File: src/rtl/wb_retire_unit_pkg.sv
// Shared widths, lane field offsets and stop encodings for the writeback retire stage.
// Pure declarations: no logic, no latency.
// No backpressure of its own; consumers derive widths from these helpers.
package wb_retire_unit_pkg;

    // ctrl stall encodings for mem_stop / wb_stop
    localparam logic STOP    = 1'b1;
    localparam logic NO_STOP = 1'b0;

    // One MEM->WB lane: {valid, pc, rf_we, waddr, wdata, hi_we, lo_we, hi, lo}
    function automatic int wb_lane_wd(input int xlen, input int rf_aw);
        return 1 + xlen + 1 + rf_aw + 3 * xlen + 2;
    endfunction

    // One WB->regfile lane: {we, waddr, wdata}
    function automatic int wb_to_rf_lane_wd(input int xlen, input int rf_aw);
        return 1 + rf_aw + xlen;
    endfunction

    // One trace entry: {pc, rf_we, waddr, wdata}
    function automatic int wb_trace_wd(input int xlen, input int rf_aw);
        return xlen + 1 + rf_aw + xlen;
    endfunction

    // Field LSB offsets inside one lane (lo sits in the lane LSBs)
    function automatic int wb_off_lo(input int xlen);
        return 0;
    endfunction
    function automatic int wb_off_hi(input int xlen);
        return xlen;
    endfunction
    function automatic int wb_off_lo_we(input int xlen);
        return 2 * xlen;
    endfunction
    function automatic int wb_off_hi_we(input int xlen);
        return 2 * xlen + 1;
    endfunction
    function automatic int wb_off_wdata(input int xlen);
        return 2 * xlen + 2;
    endfunction
    function automatic int wb_off_waddr(input int xlen);
        return 3 * xlen + 2;
    endfunction
    function automatic int wb_off_rf_we(input int xlen, input int rf_aw);
        return 3 * xlen + 2 + rf_aw;
    endfunction
    function automatic int wb_off_pc(input int xlen, input int rf_aw);
        return 3 * xlen + 3 + rf_aw;
    endfunction
    function automatic int wb_off_valid(input int xlen, input int rf_aw);
        return 4 * xlen + 3 + rf_aw;
    endfunction

    // Valid-lane count for up to four lanes
    function automatic logic [2:0] popcnt4(input logic [3:0] v);
        return 3'(v[0]) + 3'(v[1]) + 3'(v[2]) + 3'(v[3]);
    endfunction

endpackage

File: src/rtl/wb_trace_fifo.sv
// Trace FIFO: accepts up to PUSH_N entries per cycle (packed in ascending order), pops one.
// Latency: a pushed entry is visible at the head on the cycle after the push.
// Backpressure: none internally; the producer must check count against DEPTH before pushing.
// Ports: clk/resetn (sync, active-low), push_vld/push_dat (per-slot), pop (request),
//        head_vld/head_dat (zero when empty), count (occupancy).
module wb_trace_fifo #(
    parameter  int WIDTH  = 8,
    parameter  int DEPTH  = 4,
    parameter  int PUSH_N = 2,
    localparam int CW     = $clog2(DEPTH + 1),
    localparam int PW     = (DEPTH > 1) ? $clog2(DEPTH) : 1
) (
    input  logic                    clk,
    input  logic                    resetn,
    input  logic [PUSH_N-1:0]       push_vld,
    input  logic [PUSH_N*WIDTH-1:0] push_dat,
    input  logic                    pop,
    output logic                    head_vld,
    output logic [WIDTH-1:0]        head_dat,
    output logic [CW-1:0]           count
);

    logic [WIDTH-1:0] mem [DEPTH];
    logic [PW-1:0]    wr_ptr;
    logic [PW-1:0]    rd_ptr;
    logic [PW-1:0]    slot [PUSH_N];
    logic [CW-1:0]    n_push;
    logic             pop_fire;

    assign head_vld = (count != '0);
    assign head_dat = head_vld ? mem[rd_ptr] : '0;
    assign pop_fire = pop & head_vld;

    // Valid slots are compacted: each takes the next free position after the lower valid slots.
    always_comb begin
        int off;
        off = 0;
        for (int i = 0; i < PUSH_N; i++) begin
            slot[i] = PW'((int'(wr_ptr) + off) % DEPTH);
            off     = off + int'(push_vld[i]);
        end
        n_push = CW'(off);
    end

    always_ff @(posedge clk) begin
        if (!resetn) begin
            wr_ptr <= '0;
            rd_ptr <= '0;
            count  <= '0;
        end else begin
            wr_ptr <= PW'((int'(wr_ptr) + int'(n_push)) % DEPTH);
            rd_ptr <= PW'((int'(rd_ptr) + int'(pop_fire)) % DEPTH);
            count  <= count + n_push - CW'(pop_fire);
        end
    end

    // Storage needs no reset: head_dat is masked while the FIFO is empty.
    always_ff @(posedge clk) begin
        for (int i = 0; i < PUSH_N; i++) begin
            if (push_vld[i]) begin
                mem[slot[i]] <= push_dat[i*WIDTH +: WIDTH];
            end
        end
    end

    a_no_overflow: assert property (@(posedge clk) disable iff (!resetn) int'(count) <= DEPTH);

endmodule

File: src/rtl/wb_retire_unit.sv
// Multi-lane writeback: registers the MEM->WB bundle, commits regfile/HI/LO writes once per bundle.
// Latency: writes are driven combinationally in the first cycle the held bundle can commit (0 cycles after the register).
// Backpressure: wb_stallreq holds the bundle while the trace FIFO lacks room for its valid lanes.
// Ports: clk/resetn (sync, active-low), mem_stop/wb_stop from ctrl, mem_to_wb_bus in,
//        wb_to_rf_bus / wb_to_hilo_bus out, wb_stallreq to ctrl, retire_cnt, debug_wb_* trace head.
module wb_retire_unit
    import wb_retire_unit_pkg::*;
#(
    parameter int LANES       = 2,
    parameter int XLEN        = 32,
    parameter int RF_AW       = 5,
    parameter int TRACE_DEPTH = 4
) (
    input  logic                                          clk,
    input  logic                                          resetn,
    input  logic                                          mem_stop,
    input  logic                                          wb_stop,
    input  logic [LANES*wb_lane_wd(XLEN, RF_AW)-1:0]      mem_to_wb_bus,
    output logic [LANES*wb_to_rf_lane_wd(XLEN, RF_AW)-1:0] wb_to_rf_bus,
    output logic [2+2*XLEN-1:0]                           wb_to_hilo_bus,
    output logic                                          wb_stallreq,
    output logic [31:0]                                   retire_cnt,
    output logic [XLEN-1:0]                               debug_wb_pc,
    output logic [3:0]                                    debug_wb_rf_wen,
    output logic [RF_AW-1:0]                              debug_wb_rf_wnum,
    output logic [XLEN-1:0]                               debug_wb_rf_wdata
);

    localparam int LW  = wb_lane_wd(XLEN, RF_AW);
    localparam int RFW = wb_to_rf_lane_wd(XLEN, RF_AW);
    localparam int TW  = wb_trace_wd(XLEN, RF_AW);
    localparam int CW  = $clog2(TRACE_DEPTH + 1);

    localparam int OFF_LO    = wb_off_lo(XLEN);
    localparam int OFF_HI    = wb_off_hi(XLEN);
    localparam int OFF_LO_WE = wb_off_lo_we(XLEN);
    localparam int OFF_HI_WE = wb_off_hi_we(XLEN);
    localparam int OFF_WDATA = wb_off_wdata(XLEN);
    localparam int OFF_WADDR = wb_off_waddr(XLEN);
    localparam int OFF_RF_WE = wb_off_rf_we(XLEN, RF_AW);
    localparam int OFF_PC    = wb_off_pc(XLEN, RF_AW);
    localparam int OFF_VALID = wb_off_valid(XLEN, RF_AW);

    logic [LANES*LW-1:0]    bundle_q;
    logic                   committed_q;
    logic [3:0]             vmask;
    logic [2:0]             need;
    logic [CW-1:0]          trace_cnt;
    logic [CW-1:0]          free;
    logic                   bundle_vld;
    logic                   need_gt_free;
    logic                   commit;
    logic [LW-1:0]          lane;
    logic                   hi_any;
    logic                   lo_any;
    logic [XLEN-1:0]        hi_dat;
    logic [XLEN-1:0]        lo_dat;
    logic [LANES-1:0]       push_vld;
    logic [LANES*TW-1:0]    push_dat;
    logic                   trace_vld;
    logic [TW-1:0]          trace_dat;
    logic                   head_rf_we;

    // ------------------------------------------------------------------
    // Commit / stall decision
    // ------------------------------------------------------------------
    always_comb begin
        vmask = '0;
        for (int i = 0; i < LANES; i++) begin
            vmask[i] = bundle_q[i*LW + OFF_VALID];
        end
    end

    assign need         = popcnt4(vmask);
    assign bundle_vld   = |vmask;
    assign free         = CW'(TRACE_DEPTH) - trace_cnt;
    assign need_gt_free = 32'(need) > 32'(free);
    assign commit       = bundle_vld & ~committed_q & ~need_gt_free;
    assign wb_stallreq  = bundle_vld & ~committed_q & need_gt_free;

    // ------------------------------------------------------------------
    // Bundle register. A stalled bundle must stay put even if ctrl says
    // MEM moved on, otherwise its lanes would be lost before they commit.
    // committed_q stops a bundle held by wb_stop from writing twice.
    // ------------------------------------------------------------------
    always_ff @(posedge clk) begin
        if (!resetn) begin
            bundle_q    <= '0;
            committed_q <= 1'b0;
        end else if (wb_stallreq) begin
            bundle_q    <= bundle_q;
            committed_q <= committed_q;
        end else if (mem_stop == STOP && wb_stop == NO_STOP) begin
            bundle_q    <= '0;
            committed_q <= 1'b0;
        end else if (mem_stop == NO_STOP) begin
            bundle_q    <= mem_to_wb_bus;
            committed_q <= 1'b0;
        end else begin
            committed_q <= committed_q | commit;
        end
    end

    always_ff @(posedge clk) begin
        if (!resetn) begin
            retire_cnt <= '0;
        end else if (commit) begin
            retire_cnt <= retire_cnt + 32'(need);
        end
    end

    // ------------------------------------------------------------------
    // Per-lane outputs. HI and LO each take the highest-index enabling
    // lane, so the ascending loop lets later lanes overwrite earlier ones.
    // ------------------------------------------------------------------
    always_comb begin
        lane         = '0;
        wb_to_rf_bus = '0;
        hi_any       = 1'b0;
        lo_any       = 1'b0;
        hi_dat       = '0;
        lo_dat       = '0;
        push_vld     = '0;
        push_dat     = '0;
        for (int i = 0; i < LANES; i++) begin
            lane = bundle_q[i*LW +: LW];
            wb_to_rf_bus[i*RFW +: RFW] = {commit & lane[OFF_VALID] & lane[OFF_RF_WE],
                                          lane[OFF_WADDR +: RF_AW],
                                          lane[OFF_WDATA +: XLEN]};
            if (lane[OFF_VALID] && lane[OFF_HI_WE]) begin
                hi_any = 1'b1;
                hi_dat = lane[OFF_HI +: XLEN];
            end
            if (lane[OFF_VALID] && lane[OFF_LO_WE]) begin
                lo_any = 1'b1;
                lo_dat = lane[OFF_LO +: XLEN];
            end
            push_vld[i] = commit & lane[OFF_VALID];
            push_dat[i*TW +: TW] = {lane[OFF_PC +: XLEN], lane[OFF_RF_WE],
                                    lane[OFF_WADDR +: RF_AW], lane[OFF_WDATA +: XLEN]};
        end
    end

    assign wb_to_hilo_bus = {commit & hi_any, commit & lo_any, hi_dat, lo_dat};

    // ------------------------------------------------------------------
    // Debug trace: one retired lane per cycle from the FIFO head
    // ------------------------------------------------------------------
    wb_trace_fifo #(
        .WIDTH  (TW),
        .DEPTH  (TRACE_DEPTH),
        .PUSH_N (LANES)
    ) u_trace_fifo (
        .clk      (clk),
        .resetn   (resetn),
        .push_vld (push_vld),
        .push_dat (push_dat),
        .pop      (1'b1),
        .head_vld (trace_vld),
        .head_dat (trace_dat),
        .count    (trace_cnt)
    );

    assign {debug_wb_pc, head_rf_we, debug_wb_rf_wnum, debug_wb_rf_wdata} = trace_dat;
    assign debug_wb_rf_wen = {4{trace_vld & head_rf_we}};

endmodule

File: config.mk
export PLATFORM = sky130hd
export DESIGN_NAME = wb_retire_unit
export DESIGN_NICKNAME = d
export VERILOG_FILES = /design/src/rtl/wb_retire_unit_pkg.sv /design/src/rtl/wb_trace_fifo.sv /design/src/rtl/wb_retire_unit.sv
export SDC_FILE = /design/constraint.sdc
export NUM_CORES = 1
export LEC_CHECK = 0
export BUFFER_PORTS_ARGS = -buffer_cell sky130_fd_sc_hd__buf_2
export CORE_MARGIN = 1.5
export CORE_UTILIZATION = 54
export CTS_CLUSTER_DIAMETER = 60
export CTS_CLUSTER_SIZE = 12
export DETAILED_ROUTE_END_ITERATION = 7
export PLACE_DENSITY = 0.88
export RECOVER_POWER = 50
export SYNTH_ARGS = -nofsm -noshare
export SYNTH_HDL_FRONTEND = slang
export SYNTH_HIERARCHICAL = 1
export SYNTH_SLANG_ARGS = --single-unit
File: constraint.sdc
create_clock -name clk -period 8.9 [get_ports clk]
set_clock_uncertainty 0.05 [all_clocks]
set_input_delay 0 -clock clk [delete_from_list [all_inputs] [get_ports clk]]
set_output_delay 0 -clock clk [all_outputs]
set_load 0.05 [all_outputs]
==> summary.md <==
| Metric | Value |
|---|---|
| Layout area overhead | `23.9%` |
| Max clock buf depth | `3` |
| Seq/Total Area, Yosys | `54.9%` |
| H-tree Lvls | `2` |
| Yosys reg bits | `around 590` |
| GRT overflow | `0` |
| Period utilisation layout | `approximately three quarters` |
| Power per Cell Area | `approximately 240 nW/um^2` |
| Netlist Area Pre-Place | `roughly 27000 sq um` |
| Final Util | `about two thirds` |
| Post-Synthesis Cells | `2106` |
| Initial DRT Pass Iterations | `8` |
| Status | `finished, violations left` |
| Final wirelength | `around 84 mm` |
| Post-Syn Nets | `2399` |
| Post-route ant nets | `0` |
| Final nets | `slightly above 3000` |
| Starting DRC count in detailed routing | `~2100` |
| Vias in the first global route | `22100` |
| Endpoint type of the worst setup path | `flip-flop` |
| Design area | `33200 sq um` |
| Hold Path Class | `in2reg` |
| R2R setup slack | `about 2400 ps` |
| Post_cts resized | `0` |
| DRC | `2` |
| Asr flop ratio synth | `0%` |
| Die width | `between 200 and 250 um` |
| Footprint of the multi-input gates | `between 10000 and 15000 sq um` |
| Via count | `roughly 22000` |
| Storage cell area | `14700 sq um` |
| Initial Util | `54.7%` |
| Tot GR Track Use | `about a third` |
| P_leak | `between 10 and 15 nW` |
| Reg clk slew, reported paths | `70 ps` |
| Unrepaired setup endpoints after global routing | `false` |
| Share of cells above drive strength 1 | `a little under a quarter` |
| Crit path to | `u_trace_fifo/mem[0][17]` |
| CP Class | `reg2reg` |
| Warnings, synthesis | `6` |
| Sum Neg Setup Slack | `0 ps` |
| Num CTS Buffers | `59` |
| IO buf count | `525` |
| Critical Path Source | `bundle_q[136]` |
| Slew Viols, Final | `just over 400` |
| Fillers | `about 3200` |
| Syn Area/Cell | `around 13 sq um` |
| Initial antenna violation count | `4` |
| Total of max-cap violations | `10` |
| Wire length per cell | `approximately 24 um` |
| Min Tclk post-route | `6520 ps` |
| Power after layout | `8.10 mW` |
| CP Launch Type | `flip-flop` |
| Largest net degree at the start of global routing | `slightly above 200` |
| Clk Latency, worst-skew pair | `around 600 ps` |
| Top_reg_cell synth | `dfxtp_1` |
| DIE AREA | `between 50000 and 60000 sq um` |
| Post-synth EDFFs | `between 200 and 300` |
| CTS tree | `yes` |
| Vias per cell | `approximately 6.2` |
| WP data arrival | `roughly 6700 ps` |
| Max IR drop VDD | `between 200 and 250 uV` |
| First-pass GRT wire length | `127 mm` |
| Row count | `slightly above 80` |
| Die Span Y | `226 um` |
| FMAX | `approximately 150 MHz` |
| Clock sink total | `approximately 600` |
| Root buffer cell | `clkbuf_16` |
| Slew margin rel. | `-186%` |
| Worst r2r src | `bundle_q[136]` |
| I/O Pins | `~530` |
| Slew @ Worst Pin | `around 4300 ps` |
| Worst R2R End | `u_trace_fifo/mem[0][17]` |
| Max Fanout on Critical Path | `61` |
| Routability Congestion | `0.871` |
| Yosys cell types | `57` |
| Failing checks | `design-rule violations, max-capacitance violations, max-slew violations` |
| Fin Hold WS | `approximately 130 ps` |
| CP required | `about 9000 ps` |
| DP HPWL | `between 40 and 50 mm` |
| Final Hold Viols | `0` |
| Core box area | `49000 sq um` |
| R2R depth | `13` |
| # setup viols final | `0` |
| Hold Crit Depth | `4` |
| DP Area | `29100 sq um` |
==> what timing repair did <==
item                      in CTS  in global routing
hold buffers                 277                  0
setup buffers                  0                  0
hold endpoints to repair     288                  0
==> stage by stage <==
| stage | setup WS, ps | instances |
|---|---|---|
| finish | 2380 | 3450 |
| global route | 1820 | 3449 |
| CTS | 3650 | 3446 |
| detailed placement | 3670 | 3069 |
| global placement | 3850 | 3069 |
| floorplan | 1270 | 2106 |
==> layout by cell type, fill, tap and decap left out, types with 63 or more instances in the layout <==
master	instances
edfxtp_1	280
clkbuf_16	63
buf_2	282
mux2_1	78
dfxtp_1	313
mux2_2	133
mux2_4	69
and2_1	80
dlygate4sd3_1	277
clkbuf_1	278
a22oi_1	274
mux4_2	70
a22o_1	64
nor2_1	288
==> registers in the layout, indices dropped and copies added, names as in the netlist <==
signal               flops
bundle_q               274
u_trace_fifo/mem       280
retire_cnt              32
u_trace_fifo/rd_ptr      2
u_trace_fifo/wr_ptr      2
u_trace_fifo/count       3
committed_q              1
==> worst min-delay path by stage <==
| stage | from | slack [ps] | endpoint |
|---|---|---|---|
| detailed placement | mem_to_wb_bus[11] | 200 | bundle_q[11] |
| floorplan | resetn | 70 | u_trace_fifo/count[0] |
| CTS | mem_to_wb_bus[165] | 80 | bundle_q[165] |
| global route | mem_to_wb_bus[234] | 140 | bundle_q[234] |
| global placement | mem_to_wb_bus[183] | 200 | bundle_q[183] |
| finish | mem_to_wb_bus[232] | 130 | bundle_q[232] |
==> area by class of cell <==
type | instances | area share (%)
diodes | 4 | 0.0302
clock buffers | 95 | 5.17
multi-input cells | 1248 | 31.9
well taps | 664 | 2.50
inverters | 19 | 0.237
clock inverters | 5 | 0.147
flip-flops and latches | 594 | 44.3
repair buffers | 821 | 15.8
==> cells by family after synthesis <==
kind of cell | share of synthesized area (%)
flops | 54.9
simple gates | 8.03
compound gates | 11.6
mux | 18.7
buf+inv | 5.61
fa+ha+maj | 0.729
xor+xnor | 0.416
other cells | 0.0140
==> worst max-delay path: stages, from the launching register on <==
cell	delay, ps
dfxtp_1	490
inv_1	100
ha_1	310
inv_1	50
ha_1	280
inv_1	70
o21ai_0	210
o21ai_0	1290
nor2_1	370
ha_1	350
xnor2_1	350
nand2_1	430
o21ai_0	710
buf_4	990
==> power breakdown <==
| group | internal, mW | total, mW | switching [mW] |
|---|---|---|---|
| clock | 1.31 | 2.37 | 1.05 |
| sequential | 3.02 | 3.24 | 0.217 |
| combinational | 0.791 | 2.49 | 1.70 |
| total | 5.13 | 8.10 | 2.97 |
==> synthesized netlist by cell type, types with 3 or more instances <==
master    count  area share (%)
buf_4        78             2.2
buf_2        80             1.5
mux2_4       69             3.9
a21oi_1      28            0.52
nor3_1        3           0.056
nor3_4        3            0.18
o21ai_0       8            0.15
nand2b_1      4           0.093
clkbuf_1     70            0.98
nand4_1       8            0.19
and2_1       82             1.9
xor2_1        3           0.098
or4_1        18            0.50
nand3_1       6            0.11
nor2_1      289             4.1
o21a_1        5            0.14
nor2b_1       3           0.070
ha_1         14            0.65
and3_1        3           0.070
o31ai_1      19            0.53
xnor2_1       6            0.20
dfxtp_1     314              23
a22o_1       64             2.1
mux2_1       78             3.3
edfxtp_1    280              31
mux4_2       70             5.9
mux2_2      133             5.6
nand2_1      23            0.32
inv_1        19            0.27
or3_1         6            0.14
a22oi_1     274             7.7
buf_6        16            0.67
or2_2         3           0.070
==> layer usage <==
metal,wire length (um),track usage [%]
met5,0,0
met3,7470,6.06
met2,41100,55.0
met1,30400,37.7
met4,5510,20.9
No activity file was read; power rests on OpenSTA's default activity.
